`src/rtl/pattern_loader.sv`:
```
// Game of Life grid seeder: latches a pattern code on start, then writes every
// cell in row-major order, one per clock, and pulses done after the last write.
module pattern_loader #(
   parameter  int ROWS = 16,
   parameter  int COLS = 16,
   localparam int RW   = $clog2(ROWS),
   localparam int CW   = $clog2(COLS)
) (
   input  logic          clk,
   input  logic          rst_n,
   input  logic          start,
   input  logic [1:0]    pattern_code,
   output logic          busy,
   output logic          done,
   output logic          wr_en,
   output logic [RW-1:0] wr_row,
   output logic [CW-1:0] wr_col,
   output logic          wr_data
);

   // state | meaning
   // IDLE  | waiting for start, outputs quiet
   // WRITE | one cell write per cycle at (row_q, col_q)
   // DONE  | single-cycle done pulse, then back to IDLE
   typedef enum logic [1:0] {IDLE, WRITE, DONE} state_t;

   localparam logic [RW-1:0] R_LAST = RW'(ROWS - 1);
   localparam logic [CW-1:0] C_LAST = CW'(COLS - 1);
   localparam logic [RW-1:0] RC     = RW'(ROWS / 2);
   localparam logic [RW-1:0] RC_P1  = RW'(ROWS / 2 + 1);
   localparam logic [CW-1:0] CC     = CW'(COLS / 2);
   localparam logic [CW-1:0] CC_M1  = CW'(COLS / 2 - 1);
   localparam logic [CW-1:0] CC_P1  = CW'(COLS / 2 + 1);

   state_t        state;
   logic [1:0]    code_q;
   logic [RW-1:0] row_q, row_nxt;
   logic [CW-1:0] col_q, col_nxt;
   logic          last;

   function automatic logic cell_alive(input logic [1:0] code,
                                       input logic [RW-1:0] r,
                                       input logic [CW-1:0] c);
      case (code)
         2'b01:   return (r == RW'(1) && c == CW'(2)) ||
                         (r == RW'(2) && c == CW'(3)) ||
                         (r == RW'(3) && (c == CW'(1) || c == CW'(2) || c == CW'(3)));
         2'b10:   return (r == RC) && (c == CC_M1 || c == CC || c == CC_P1);
         2'b11:   return (r == RC || r == RC_P1) && (c == CC || c == CC_P1);
         default: return 1'b0;
      endcase
   endfunction

   always_comb begin
      last    = (row_q == R_LAST) && (col_q == C_LAST);
      row_nxt = row_q;
      col_nxt = col_q + CW'(1);
      if (col_q == C_LAST) begin
         col_nxt = '0;
         row_nxt = row_q + RW'(1);
      end
   end

   // Outputs are registers updated alongside the state so nothing combinational
   // reaches a port; wr_data is precomputed for the address being loaded.
   always_ff @(posedge clk or negedge rst_n) begin
      if (!rst_n) begin
         state   <= IDLE;
         code_q  <= 2'b00;
         row_q   <= '0;
         col_q   <= '0;
         busy    <= 1'b0;
         done    <= 1'b0;
         wr_en   <= 1'b0;
         wr_data <= 1'b0;
      end else begin
         case (state)
            IDLE: begin
               done <= 1'b0;
               if (start) begin
                  state   <= WRITE;
                  code_q  <= pattern_code;
                  row_q   <= '0;
                  col_q   <= '0;
                  busy    <= 1'b1;
                  wr_en   <= 1'b1;
                  wr_data <= cell_alive(pattern_code, '0, '0);
               end
            end
            WRITE: begin
               if (last) begin
                  state   <= DONE;
                  row_q   <= '0;
                  col_q   <= '0;
                  busy    <= 1'b0;
                  done    <= 1'b1;
                  wr_en   <= 1'b0;
                  wr_data <= 1'b0;
               end else begin
                  row_q   <= row_nxt;
                  col_q   <= col_nxt;
                  wr_data <= cell_alive(code_q, row_nxt, col_nxt);
               end
            end
            DONE: begin
               state <= IDLE;
               done  <= 1'b0;
            end
            default: begin
               state   <= IDLE;
               busy    <= 1'b0;
               done    <= 1'b0;
               wr_en   <= 1'b0;
               wr_data <= 1'b0;
               row_q   <= '0;
               col_q   <= '0;
            end
         endcase
      end
   end

   assign wr_row = row_q;
   assign wr_col = col_q;

endmodule

```
`config.mk`:
```
export PLATFORM = sky130hd
export DESIGN_NAME = pattern_loader
export DESIGN_NICKNAME = d
export VERILOG_FILES = /design/src/rtl/pattern_loader.sv
export SDC_FILE = /design/constraint.sdc
export NUM_CORES = 1
export LEC_CHECK = 0
export CAP_MARGIN = 20
export CORE_MARGIN = 2
export CORE_UTILIZATION = 54
export DETAILED_ROUTE_END_ITERATION = 12
export GPL_TIMING_DRIVEN = 0
export PLACE_DENSITY = 0.82
export SLEW_MARGIN = 20
export SYNTH_ARGS = -nofsm -noshare
export SYNTH_HDL_FRONTEND = slang
export SYNTH_SLANG_ARGS = --single-unit
```
`constraint.sdc`:
```
create_clock -name clk -period 5.25 [get_ports clk]
set_input_delay 0.525 -clock clk [delete_from_list [all_inputs] [get_ports clk]]
set_output_delay 0.525 -clock clk [all_outputs]
set_load 0.005 [all_outputs]
```
==> results of run 1 <==
power by group through the flow:
stage | registers, mW | logic [mW] | clock network, mW
floorplan | 0.198 | 0.218 | 0
global placement | 0.200 | 0.334 | 0
detailed placement | 0.204 | 0.343 | 0
CTS | 0.201 | 0.346 | 0.0694
global route | 0.209 | 0.379 | 0.0740
finish | 0.202 | 0.349 | 0.0703
final timing paths:
| kind | startpoint | endpoint | cells past startpoint |
|---|---|---|---|
| max | wr_col[0] | wr_data | 7 |
| min | done | done | 2 |
| max reg2reg | wr_col[0] | wr_data | 7 |
| min reg2reg | done | done | 2 |
| max in group asynchronous | rst_n | wr_col[1] | 1 |
| min in group asynchronous | rst_n | wr_row[3] | 1 |
cells by family after synthesis:
logic type | synth area share [%]
compound gates | 21.9
xor+xnor | 3.71
fa+ha+maj | 6.62
buf+inv | 5.16
flops | 39.7
mux | 3.97
simple gates | 18.9
stage by stage:
| stage | utilization, % | total power, mW | area [sq um] | hold WS [ns] |
|---|---|---|---|---|
| 3_5_place_dp | 66.7 | 0.547 | 1130 | 0.497 |
| 2_1_floorplan | - | 0.416 | 945 | 0.229 |
| 3_3_place_gp | 66.7 | 0.535 | 1130 | 0.487 |
| 4_1_cts | 68.3 | 0.616 | 1150 | 0.518 |
| 6_report | 68.3 | 0.622 | 1150 | 0.508 |
| 5_1_grt | 68.3 | 0.662 | 1150 | 0.546 |
cells in the mapped netlist (all sizes together), types with 2 or more instances:
| cell | instances |
|---|---|
| dfrtp | 15 |
| nor2 | 9 |
| nand2b | 2 |
| o21a | 2 |
| o31ai | 2 |
| a21oi | 6 |
| clkbuf | 4 |
| inv | 3 |
| xor2 | 2 |
| a211oi | 3 |
| buf | 3 |
| nor2b | 2 |
| o21ai | 7 |
| nand2 | 11 |
| nand3 | 5 |
| xnor2 | 2 |
| mux2 | 3 |
| ha | 5 |
| a22o | 3 |
layout make-up:
type	count	area [sq um]	share of cell area, %
Buffer	7	37.5	3.25
Multi-Input combinational cell	77	520	45.1
Tap cell	17	21.3	1.84
Timing Repair Buffer	16	160	13.9
Clock inverter	1	5.00	0.434
Clock buffer	3	22.5	1.95
Inverter	3	11.3	0.976
Sequential cell	15	375	32.5
routing by layer:
| metal | share of wire, % | global-route usage [%] | up-vias |
|---|---|---|---|
| li1 | - | - | 408 |
| met4 | 1.1 | 8.57 | 0 |
| met2 | 45 | 29.0 | 20 |
| met1 | 51 | 32.3 | 389 |
| met3 | 3.1 | 3.57 | 4 |
| met5 | 0 | 0 | - |
sequential cells by signal (all words and copies together), names as in the netlist:
name     cells
wr_data      1
wr_row       4
state        2
code_q       2
wr_en        1
done         1
wr_col       4
critical path, stage by stage (launching register included):
cell	delay (ns)
sky130_fd_sc_hd__dfrtp_1	0.50
sky130_fd_sc_hd__ha_1	0.34
sky130_fd_sc_hd__and3_2	0.21
sky130_fd_sc_hd__buf_4	0.15
sky130_fd_sc_hd__nand4_1	0.15
sky130_fd_sc_hd__xnor2_1	0.17
sky130_fd_sc_hd__o31ai_1	0.28
sky130_fd_sc_hd__a32o_1	0.21
==> results.yml, run 1 <==
outcome:
  status: "finished clean"
placed_design:
  post-place-ws_ns: 3.26
  gp_congestion: 0.800
  post-dp-hpwl_um: 1490
  place.detailed.instances: 135
  io_buffers: 16
power:
  clock_power_share_pct: 11.3
  peakVddDrop_mv: 0.295
  intPower_mw: 0.367
  power_density_nw_per_um2: 539
  seqPwrFrac_pct: 32.5
  net-switching-power_mw: 0.256
  pwr-share-comb_pct: 56.2
  power.switching_fraction_pct: 41.1
  static_leakage_nw: 0.492
timing:
  maxSlewViolCount: 0
  skew_ns: 0.00179
  achievable-frequency_mhz: 483
  final-hold-violation-count: 0
  number_of_failing_setup_endpoints_in_the_final_timing_report: 0
  final.period_utilization_pct: 39.5
  summed_negative_setup_slack_over_all_endpoints_ns: 0
  timing.max_slew.rel_slack_pct: 53.5
  worst_slack_ns: 3.18
  finalWorstPathRequiredPeriod_ns: 2.07
  grt_setup_unrepaired: "no"
  worst_slew_pin_slew_ns: 0.695
yosys:
  number_of_library_cell_types_mapped_by_synthesis: 34
  yosys.area.top_type: "sky130_fd_sc_hd__dfrtp_1"
  synth_ff_type: "sky130_fd_sc_hd__dfrtp_1"
  syn-instance-count: 102
  synth_enable_flop_cells: 0
  synth.ff_latch_count: 15
  synth_area_leaders: "sky130_fd_sc_hd__dfrtp_1 (40%), sky130_fd_sc_hd__ha_1 (6.6%), sky130_fd_sc_hd__nand2_1 (4.4%)"
  synthesis.area_per_instance_sq_um: 9.26
  synth-async-reset-ratio_pct: 100
  syn-cell-area_sq_um: 945
  syn_warnings: 0
  synth_largest_type_area_fraction_pct: 39.7
  synth_seq_area_share_pct: 39.7
  synth_nets: 112
worst_setup_path:
  arrival_ns: 2.31
  path_class: "register to register"
  critPathMaxFanout: 8
  worstPathRequired_ns: 5.48
  crit_path_end_kind: "register"
  start_kind: "register"
  reg2reg_setup_slack_ns: 3.18
die:
  io-pin-count: 17
  design.die.area_sq_um: 2100
  core_region_sq_um: 1690
  placementRows: 15
  start_util_pct: 55.9
  die_span_x_um: 45.8
  die_height_um: 45.8
cts:
  clock_sinks: 15
  cts.root.buffer_cell: "sky130_fd_sc_hd__clkbuf_4"
  cts-htree-levels: 1
  cts_setup_buffers: 0
  clk_pin_slew_worst_paths_ns: 0.10
  ctsHoldBuffers: 0
  cts_buffers: 3
  postCtsResizedCells: 0
  tritoncts: "built"
  clock_latency_on_the_worst_skew_pair_ns: 0.29
  ctsLongestPathBuffers: 2
routing:
  postRouteAntennaNets: 0
  dr.pass1.iters: 4
  first_iter_violations: 21
  finalWirelength_um: 2060
  routedWlPerCell_um: 14.8
  route.detailed.drc: 0
  viasPerCell: 5.91
  vias: 821
flow_run:
  maxCapViolations: 0
global_route:
  globalRouteOverflowTotal: 0
  grt_first_pass_wirelength_um: 3120
  grt_antenna_before_repair: 0
  number_of_global_route_vias_before_repair: 697
  grt_start_max_net_pins: 16
  grtUsageTotal_pct: 21.1
finish:
  layout.nets: 133
  final_cells: 139
  layout-area-overhead-vs-synth_pct: 22.1
  antenna_cells: 0
  drive_gt1_share_pct: 11.5
  final_cell_mix: "sky130_fd_sc_hd__clkdlybuf4s50_1 (16), sky130_fd_sc_hd__dfrtp_1 (15), sky130_fd_sc_hd__nand2_1 (11), sky130_fd_sc_hd__nor2_1 (9), sky130_fd_sc_hd__o21ai_0 (7)"
  fillCellCount: 147
  mostFrequentLayoutCell: "sky130_fd_sc_hd__clkdlybuf4s50_1"
hold_path:
  worst_hold_path_type: "register to register"
No activity file was read; power rests on OpenSTA's default activity.
==> run 2: changes to the inputs <==
--- a/config.mk
+++ b/config.mk
@@ -7,10 +7,10 @@
 export LEC_CHECK = 0
 export CAP_MARGIN = 20
 export CORE_MARGIN = 2
-export CORE_UTILIZATION = 54
+export CORE_UTILIZATION = 46
 export DETAILED_ROUTE_END_ITERATION = 12
 export GPL_TIMING_DRIVEN = 0
-export PLACE_DENSITY = 0.82
+export PLACE_DENSITY = 0.74
 export SLEW_MARGIN = 20
 export SYNTH_ARGS = -nofsm -noshare
 export SYNTH_HDL_FRONTEND = slang
==> constraint.sdc (replaced) <==
create_clock -name clk -period 1.68 [get_ports clk]
set_input_delay 0.168 -clock clk [delete_from_list [all_inputs] [get_ports clk]]
set_output_delay 0.168 -clock clk [all_outputs]
set_load 0.005 [all_outputs]
==> run 2 against run 1 <==
The flow now finishes with violations (negative setup slack). Total power grew to 3.4 times the previous value. Clock skew barely moved. Flip-flop and latch count unchanged. Critical path depth shrank 1. First-iteration DRC count fell by 57%. Critical endpoint unchanged. Highest routed layer unchanged.
==> results.yml, run 2 (synthesis results as in run 1) <==
outcome:
  status: "finished, violations left"
  violations_in_the_final_reports: "negative setup slack"
global_route:
  gr-usage-met3_pct: 1.84
  grtUsageTotal_pct: 20.6
  globalRouteOverflowTotal: 0
  grt_use_met1_pct: 27.1
  global_route.usage.met2_pct: 34.5
  grt_first_pass_wirelength_um: 3800
  gr-max-usage-layer: "met2"
  grt_antenna_before_repair: 0
  grt_start_max_net_pins: 16
  number_of_global_route_vias_before_repair: 817
cts:
  tritoncts: "built"
  cts.root.buffer_cell: "sky130_fd_sc_hd__clkbuf_4"
  clock_sinks: 15
  clk_pin_slew_worst_paths_ns: 0.10
  ctsHoldBuffers: 0
  ctsLongestPathBuffers: 2
  clock_latency_on_the_worst_skew_pair_ns: 0.29
  cts-htree-levels: 1
  cts_buffers: 3
routing:
  route.detailed.drc: 0
  finalWirelength_um: 2210
  viasPerCell: 5.54
  dr.pass1.iters: 4
  postRouteAntennaNets: 0
  routedWlPerCell_um: 14.2
  vias: 865
  first_iter_violations: 9
placed_design:
  io_buffers: 16
  post-place-ws_ns: -0.139
  gp_congestion: 0.777
  place.detailed.instances: 145
  post-dp-hpwl_um: 1510
finish:
  drive_gt1_share_pct: 22.5
  layout-area-overhead-vs-synth_pct: 33.4
  mostFrequentLayoutCell: "sky130_fd_sc_hd__clkdlybuf4s50_1"
  final_cell_mix: "sky130_fd_sc_hd__clkdlybuf4s50_1 (16), sky130_fd_sc_hd__dfrtp_1 (12), sky130_fd_sc_hd__nand2_1 (11), sky130_fd_sc_hd__buf_4 (9), sky130_fd_sc_hd__nor2_1 (7)"
  antenna_cells: 0
  postLayoutCoreUtil_pct: 64.9
  layout.nets: 140
  fillCellCount: 173
  final_cells: 156
timing:
  timing.max_slew.rel_slack_pct: 54.3
  finalWorstPathRequiredPeriod_ns: 1.74
  number_of_failing_setup_endpoints_in_the_final_timing_report: 1
  final.period_utilization_pct: 104
  maxSlewViolCount: 0
  worst_slack_ns: -0.0628
  achievable-frequency_mhz: 574
  final-hold-violation-count: 0
  skew_ns: 0.00160
  grt_setup_unrepaired: "yes"
  worst_slew_pin_slew_ns: 0.683
die:
  core_region_sq_um: 1940
  die_height_um: 49.3
  start_util_pct: 48.6
  die_span_x_um: 49.3
  placementRows: 16
  io-pin-count: 17
  design.die.area_sq_um: 2430
worst_setup_path:
  path_class: "register to register"
  critPathMaxFanout: 5
  arrival_ns: 1.94
  worstPathRequired_ns: 1.87
  start_kind: "register"
  crit_path_end_kind: "register"
flow_run:
  maxCapViolations: 0
power:
  static_leakage_nw: 0.523
  power_density_nw_per_um2: 1700
  peakVddDrop_mv: 1.22
hold_path:
  worst_hold_path_type: "primary input to async pin"
==> run 2: where the power goes <==
group | total [mW] | switching (mW) | internal (mW)
Sequential | 0.612 | 0.123 | 0.488
Clock | 0.219 | 0.130 | 0.0888
Combinational | 1.31 | 0.604 | 0.705
==> run 2: worst max-delay path, cell delays in order (launching register included) <==
cell and delay [ns]:
sky130_fd_sc_hd__dfrtp_2 0.45, sky130_fd_sc_hd__ha_4 0.19, sky130_fd_sc_hd__nand3_4 0.08, sky130_fd_sc_hd__mux2_4 0.31, sky130_fd_sc_hd__a221oi_2 0.23, sky130_fd_sc_hd__o31ai_1 0.12
sky130_fd_sc_hd__a32o_1 0.25
==> run 2: worst paths after layout <==
kind                                  from         to  slack (ns)  cells past startpoint
min reg2reg                           done       done        0.53                      2
min                                  rst_n  wr_col[3]        0.28                      1
max reg2reg                      wr_col[0]    wr_data       -0.06                      6
max                              wr_col[0]    wr_data       -0.06                      6
min in group clk           pattern_code[0]  code_q[0]        0.48                      2
max in group asynchronous            rst_n  wr_row[1]        0.93                      1
==> run 2: cell type report <==
class	instances	area (sq um)	area share (%)
clock inverter	1	5.00	0.397
inverter	3	11.3	0.894
clock buffer	3	22.5	1.79
tap	27	33.8	2.68
buffer	7	41.3	3.28
multi-input combinational	77	554	44.0
sequential	15	379	30.1
timing repair buffer	23	213	16.9
==> run 2: what timing repair did <==
action | 4_1_cts | 5_1_grt
gates resized for setup | 3 | 5
endpoints found under the setup margin | 3 | 3
buffers inserted | 7 | 0
pin swaps | 6 | 0
==> run 2: routing by layer <==
layer  wire length [um]  vias to the layer above
met3                 54                        5
met4                 45                        0
met5                  0                        -
li1                   -                      421
met2               1130                       18
met1                984                      421
==> run 2: metrics by stage <==
step                setup TNS [ns]  total power, mW  hold slack, ns  area [sq um]
floorplan                        0             1.35          -0.128           967
global placement            -0.146             1.73           0.485          1160
detailed placement          -0.139             1.76           0.494          1160
CTS                        -0.0684             2.11           0.296          1250
global route                -0.163             2.31           0.346          1260
finish                     -0.0628             2.14           0.276          1260
